### src/rtl/signal_phase_scheduler_if.sv
// Lamp/request bundle for the intersection phase scheduler.
// The master side drives the sensors and timebase; the slave side is the scheduler.
interface signal_phase_scheduler_if #(
  parameter int unsigned NUM_APPR = 4
);
  localparam int unsigned AW = (NUM_APPR > 1) ? $clog2(NUM_APPR) : 1;

  logic                tick;
  logic [NUM_APPR-1:0] req;
  logic [NUM_APPR-1:0] green;
  logic [NUM_APPR-1:0] yellow;
  logic [NUM_APPR-1:0] red;
  logic [AW-1:0]       cur_appr;
  logic [NUM_APPR-1:0] pending;
  logic                grant;

  modport master (
    output tick, req,
    input  green, yellow, red, cur_appr, pending, grant
  );

  modport slave (
    input  tick, req,
    output green, yellow, red, cur_appr, pending, grant
  );
endinterface

### src/rtl/signal_phase_scheduler.sv
// Round-robin green-time scheduler for an N-approach intersection.
// Sequences GREEN -> YELLOW -> ALL_RED, one approach at a time, with
// min/max green and rest-in-green; all lamp outputs come from registers.
module signal_phase_scheduler #(
  parameter int unsigned NUM_APPR  = 4,
  parameter int unsigned CNT_W     = 8,
  parameter int unsigned MIN_GREEN = 10,
  parameter int unsigned MAX_GREEN = 30,
  parameter int unsigned YELLOW_T  = 3,
  parameter int unsigned ALL_RED_T = 2
) (
  input  logic                     clk,
  input  logic                     reset,
  signal_phase_scheduler_if.slave  bus
);

  localparam int unsigned AW = (NUM_APPR > 1) ? $clog2(NUM_APPR) : 1;
  localparam int unsigned TW = CNT_W + 1;

  typedef enum logic [1:0] {
    ST_ALL_RED = 2'd0,
    ST_GREEN   = 2'd1,
    ST_YELLOW  = 2'd2
  } state_t;

  state_t              state;
  logic [CNT_W-1:0]    timer;
  logic [AW-1:0]       cur;
  logic [NUM_APPR-1:0] pend;
  logic [NUM_APPR-1:0] green_r;
  logic [NUM_APPR-1:0] yellow_r;
  logic [NUM_APPR-1:0] red_r;
  logic                grant_r;

  logic [TW-1:0]       t_ext;
  logic [CNT_W-1:0]    timer_inc;
  logic [NUM_APPR-1:0] cur_mask;
  logic [NUM_APPR-1:0] others;
  logic [AW-1:0]       cand;
  logic [AW-1:0]       win_idx;
  logic                win_found;
  logic [NUM_APPR-1:0] win_mask;
  logic [NUM_APPR-1:0] set_mask;
  logic [NUM_APPR-1:0] clr_mask;
  logic [NUM_APPR-1:0] pend_nxt;
  logic                leave_all_red;
  logic                leave_green;
  logic                leave_yellow;

  // Ticks-in-state including the current tick, plus a saturating increment.
  assign t_ext     = {1'b0, timer} + TW'(1);
  assign timer_inc = (timer == {CNT_W{1'b1}}) ? timer : timer + CNT_W'(1);

  assign cur_mask  = NUM_APPR'(1) << cur;
  assign others    = pend & ~cur_mask;
  assign win_mask  = NUM_APPR'(1) << win_idx;

  // Round-robin search: start just after the current owner, owner itself last.
  always_comb begin
    win_idx   = cur;
    win_found = 1'b0;
    cand      = '0;
    for (int unsigned k = 1; k <= NUM_APPR; k++) begin
      cand = AW'((32'(cur) + k) % NUM_APPR);
      if (!win_found && pend[cand]) begin
        win_found = 1'b1;
        win_idx   = cand;
      end
    end
  end

  // Phase exit conditions; only a tick cycle can move the phase on.
  always_comb begin
    leave_all_red = 1'b0;
    leave_green   = 1'b0;
    leave_yellow  = 1'b0;
    if (bus.tick) begin
      case (state)
        ST_ALL_RED: leave_all_red = (t_ext >= TW'(ALL_RED_T)) && win_found;
        ST_GREEN:   leave_green   = (t_ext >= TW'(MIN_GREEN)) && (others != '0) &&
                                    (!bus.req[cur] || (t_ext >= TW'(MAX_GREEN)));
        ST_YELLOW:  leave_yellow  = (t_ext >= TW'(YELLOW_T));
        default:    leave_all_red = 1'b0;
      endcase
    end
  end

  // Request latch: the green approach does not latch its own sensor, and a
  // clear on green entry overrides a same-edge set.
  always_comb begin
    set_mask = bus.req;
    if (state == ST_GREEN) begin
      set_mask = bus.req & ~cur_mask;
    end
    clr_mask = leave_all_red ? win_mask : '0;
    pend_nxt = (pend | set_mask) & ~clr_mask;
  end

  // Phase FSM with timer, owner, request latch and registered lamp outputs.
  always_ff @(posedge clk or posedge reset) begin
    if (reset) begin
      state    <= ST_ALL_RED;
      timer    <= '0;
      cur      <= '0;
      pend     <= '0;
      green_r  <= '0;
      yellow_r <= '0;
      red_r    <= '1;
      grant_r  <= 1'b0;
    end else begin
      pend    <= pend_nxt;
      grant_r <= 1'b0;
      case (state)
        ST_ALL_RED: begin
          if (leave_all_red) begin
            state   <= ST_GREEN;
            timer   <= '0;
            cur     <= win_idx;
            green_r <= win_mask;
            red_r   <= ~win_mask;
            grant_r <= 1'b1;
          end else if (bus.tick) begin
            timer <= timer_inc;
          end
        end
        ST_GREEN: begin
          if (leave_green) begin
            state    <= ST_YELLOW;
            timer    <= '0;
            green_r  <= '0;
            yellow_r <= cur_mask;
          end else if (bus.tick) begin
            timer <= timer_inc;
          end
        end
        ST_YELLOW: begin
          if (leave_yellow) begin
            state    <= ST_ALL_RED;
            timer    <= '0;
            yellow_r <= '0;
            red_r    <= '1;
          end else if (bus.tick) begin
            timer <= timer_inc;
          end
        end
        default: begin
          state    <= ST_ALL_RED;
          timer    <= '0;
          green_r  <= '0;
          yellow_r <= '0;
          red_r    <= '1;
        end
      endcase
    end
  end

  assign bus.green    = green_r;
  assign bus.yellow   = yellow_r;
  assign bus.red      = red_r;
  assign bus.cur_appr = cur;
  assign bus.pending  = pend;
  assign bus.grant    = grant_r;

endmodule
### src/flat_wrapper.sv
// flat-port wrapper written by rule: the top's interface ports become plain ports
module signal_phase_scheduler_flat 
#(
  parameter int unsigned NUM_APPR  = 4,
  parameter int unsigned CNT_W     = 8,
  parameter int unsigned MIN_GREEN = 10,
  parameter int unsigned MAX_GREEN = 30,
  parameter int unsigned YELLOW_T  = 3,
  parameter int unsigned ALL_RED_T = 2
)
  (clk, reset, bus_tick, bus_req, bus_green, bus_yellow, bus_red, bus_cur_appr, bus_pending, bus_grant);
  signal_phase_scheduler_if #(.NUM_APPR(NUM_APPR)) bus_i ();
  input  logic clk;
  input  logic reset;
  input wire logic [$bits(bus_i.tick)-1:0] bus_tick;
  input wire logic [$bits(bus_i.req)-1:0] bus_req;
  output wire logic [$bits(bus_i.green)-1:0] bus_green;
  output wire logic [$bits(bus_i.yellow)-1:0] bus_yellow;
  output wire logic [$bits(bus_i.red)-1:0] bus_red;
  output wire logic [$bits(bus_i.cur_appr)-1:0] bus_cur_appr;
  output wire logic [$bits(bus_i.pending)-1:0] bus_pending;
  output wire logic [$bits(bus_i.grant)-1:0] bus_grant;
  assign bus_i.tick = bus_tick;
  assign bus_i.req = bus_req;
  assign bus_green = bus_i.green;
  assign bus_yellow = bus_i.yellow;
  assign bus_red = bus_i.red;
  assign bus_cur_appr = bus_i.cur_appr;
  assign bus_pending = bus_i.pending;
  assign bus_grant = bus_i.grant;
  signal_phase_scheduler #(.NUM_APPR(NUM_APPR), .CNT_W(CNT_W), .MIN_GREEN(MIN_GREEN), .MAX_GREEN(MAX_GREEN), .YELLOW_T(YELLOW_T), .ALL_RED_T(ALL_RED_T)) u_core (.clk(clk), .reset(reset), .bus(bus_i));
endmodule
### config.mk
export PLATFORM = sky130hd
export DESIGN_NAME = signal_phase_scheduler_flat
export DESIGN_NICKNAME = d
export VERILOG_FILES = /design/src/rtl/signal_phase_scheduler_if.sv /design/src/rtl/signal_phase_scheduler.sv /design/src/flat_wrapper.sv
export SDC_FILE = /design/constraint.sdc
export NUM_CORES = 1
export LEC_CHECK = 0
export CAP_MARGIN = 20
export CORE_MARGIN = 10
export CORE_UTILIZATION = 35
export CTS_CLUSTER_DIAMETER = 150
export DETAILED_ROUTE_END_ITERATION = 10
export HOLD_SLACK_MARGIN = 0.08
export PLACE_DENSITY = 0.64
export REMOVE_ABC_BUFFERS = 1
export SLEW_MARGIN = 40
export SYNTH_ARGS = -nofsm -noshare
export SYNTH_HDL_FRONTEND = slang
export SYNTH_SLANG_ARGS = --single-unit
export TNS_END_PERCENT = 5
### constraint.sdc
create_clock -name clk -period 2.89 [get_ports clk]
set_input_delay 0.7225 -clock clk [delete_from_list [all_inputs] [get_ports clk]]
set_output_delay 0.7225 -clock clk [all_outputs]
set_load 0.01 [all_outputs]
==> results by group <==
CTS
  • Post-CTS Resized: 0
  • CTS clk-pin slew, worst paths: 70 ps
  • Worst-Skew Late Latency: a little under 300 ps
  • CTS max path bufs: 2
  • Clock sinks: 29
  • CTS H-tree depth: 2
  • Hold_buf cts: 0
  • Root Driver: clkbuf_8
  • TritonCTS buffer count: 5
  • CTS tree: built
  • Setup Fix Bufs, Post-CTS: 0

Logic synthesis
  • Post-synthesis compound-gate area fraction: 0.2516
  • Synth Cell Area: ~2000 sq um
  • Adder-cell share of the synthesized area: 0.04505
  • EDFF count, synth: 0
  • Register area share after synthesis: 0.3758
  • Xor and xnor area share after synthesis: 0.02703
  • Mux cell area share after synthesis: 0.04505
  • Simple-gate share of the synthesized area: 0.1982
  • Synth Flop Type: dfrtp_1
  • Ys Warns: 0
  • Largest family of logic cells by synthesized area: compound AO/OA/AOI/OAI gates
  • Syn avg cell area: 10.02 sq um
  • Post-synth ARST share: 1.000
  • Synth Instances: 194
  • Count of cell types in the netlist: 57
  • Number of synthesized register bits: 29

Global routing
  • Largest net degree at the start of global routing: 30
  • Vias in the first global route: 1,664
  • First-pass GRT wire length: 8183 microns
  • Initial antenna violation count: 0
  • GRT Util Overall: 0.1146
  • Gr ovfl total: 0

Drt
  • Initial DRC count: 92
  • Vias: 1,566
  • Overall routed net length: between 4000 and 5000 microns
  • WL per Instance: 15.56 microns
  • DRT Pass-1 Iters: 4
  • DRC: 0
  • ANT nets after route: 0
  • Vias/cell: 5.273

Cells and area
  • Commonest cells after routing, fill and taps aside: clkdlybuf4s50_1, dfrtp_1, nor2_1, inv_1, nand2_1
  • Fill cells: 511
  • # nets final: approximately 240
  • Fin util: 0.4334
  • Share of cells above drive strength 1: 0.1644
  • P&R area growth vs syn: 21.24%
  • N_diodes: 0

Die
  • Initial core utilization: 0.3575
  • Row count: 27
  • Ports: 26
  • DIE AREA: around 9000 sq um
  • Width of the die: 94.54 microns
  • Die extent in y: 94.54 microns
  • Core area: 5439 sq um

Worst hold path
  • Hold crit path type: reg -> reg

Setup path
  • Worst Setup Start Kind: flip-flop
  • Crit-path max FO: 9
  • R2R Setup Slk: 260 ps
  • Crit path DAT: 2810 ps
  • Worst EP required: ~3100 ps
  • Critical path class: reg -> reg
  • Critical Path End Type: flip-flop
  • CP cell instances: ha_1 -> nand4_1 -> nor3_1 -> a21oi_1 -> o31ai_4 -> inv_2 -> and3_4 -> a221o_1
  • CP max stage delay: around 490 ps
  • Crit-path slowest cell: o31ai_4

Timing
  • Final Hold Viols: 0
  • Final period utilization: 0.9114
  • RSZ-0062 raised after global routing: false
  • Final slew viol count: 0
  • Final worst setup slack: roughly 260 ps
  • Setup_tns: 0 ps
  • Skew final: 5.656 ps
  • Min cycle time layout: between 2000 and 3000 ps
  • Fmax: 379.7 MHz
  • Final setup vio count: 0
  • Slew HR: 0.6058
  • Measured slew at the worst slew-check pin: between 500 and 600 ps

Outcome
  • Run status: complete, no violations

Placement
  • RD Place Congestion: about 0.85
  • HPWL after DPL: 3317 microns
  • Setup Slack @ Placement: roughly 130 ps
  • I/O Buffers: 25

Job
  • Max-Cap Viols: 0

Pwr
  • Maximum vdd drop: 0.0005244 V
  • Static leakage: between 0.9 and 1 nW
  • PwrDens: 977.9 nW/um^2
[cell families after synthesis]
group           count (synthesis)
xor+xnor                        6
compound gates                 55
fa+ha+maj                       7
buf+inv                        23
flops                          29
simple gates                   69
mux                             5
[synthesized netlist by cell type (all sizes together), types with 3 or more instances]
master,count,area (sq um)
a21oi,10,50.05
a221o,4,40.04
a22o,4,35.03
a311oi,4,65.07
buf,5,43.79
dfrtp,25,625.6
dfstp,4,105.1
ha,7,87.58
inv,16,60.05
mux2i,3,42.54
nand2,14,52.55
nand2b,5,31.28
nand3,7,47.55
nor2,18,67.56
nor2b,6,37.54
nor3,5,25.02
o211ai,3,22.52
o21ai,7,35.03
o21ba,4,40.04
o22ai,3,18.77
xnor2,3,26.28
xor2,3,26.28
[final cells by class]
class,instances,area (sq um),area share
timing repair buffer,30,287.8,0.1221
clock buffer,5,68.82,0.02919
tap,72,90.09,0.03822
sequential,29,730.7,0.3100
inverter,16,60.06,0.02548
multi-input combinational,142,1102,0.4676
clock inverter,3,17.52,0.007431
[flip-flops by register name, summed over array words and instances, names as in the netlist]
register             count
u_core.timer             8
u_core.bus.green         4
u_core.bus.pending       4
u_core.bus.red           4
u_core.bus.yellow        4
u_core.bus.cur_appr      2
u_core.state             2
u_core.bus.grant         1
[power breakdown]
group	leakage, nW	total (mW)	switching [mW]	internal, mW
clock	0.0439	0.333	0.168	0.166
sequential	0.356	0.739	0.199	0.539
combinational	0.536	1.23	0.658	0.575
[per-stage QoR]
step	power, mW	hold slack [ps]	area, sq um	cells
2_1_floorplan	1.545	532.9	1893	187
3_5_place_dp	1.968	488.6	2271	289
5_1_grt	2.509	522.3	2357	297
4_1_cts	2.328	508.6	2357	297
6_report	2.305	501.0	2357	297
3_3_place_gp	1.971	488.8	2271	289
[final timing paths]
check / start / endpoint / cells after the start
max in group asynchronous: reset / u_core.bus.red[0] / 3
min reg2reg: u_core.bus.yellow[2] / u_core.bus.yellow[2] / 1
min: u_core.bus.yellow[2] / u_core.bus.yellow[2] / 1
max reg2reg: u_core.timer[1] / u_core.bus.green[1] / 8
min in group asynchronous: reset / u_core.bus.green[0] / 3
max: u_core.timer[1] / u_core.bus.green[1] / 8
[worst max-delay path, delay by kind of cell (launching register included)]
| family | cells | cell delay [ps] |
|---|---|---|
| AO/OA/AOI/OAI | 3 | 890 |
| AND/OR/NAND/NOR | 3 | 620 |
| adder cells (fa/ha/maj) | 1 | 430 |
| buffers and inverters | 1 | 140 |
| flip-flops | 1 | 450 |
[routing by layer]
metal / wire length (microns) / vias to the layer above / GRT usage
met2: 2243 / 39 / 0.1739
met4: 59 / 0 / 0.04738
met1: 2031 / 760 / 0.1421
met5: 0 / - / 0
li1: - / 762 / -
met3: 287 / 5 / 0.04520
(Power assumes the default switching activity.)
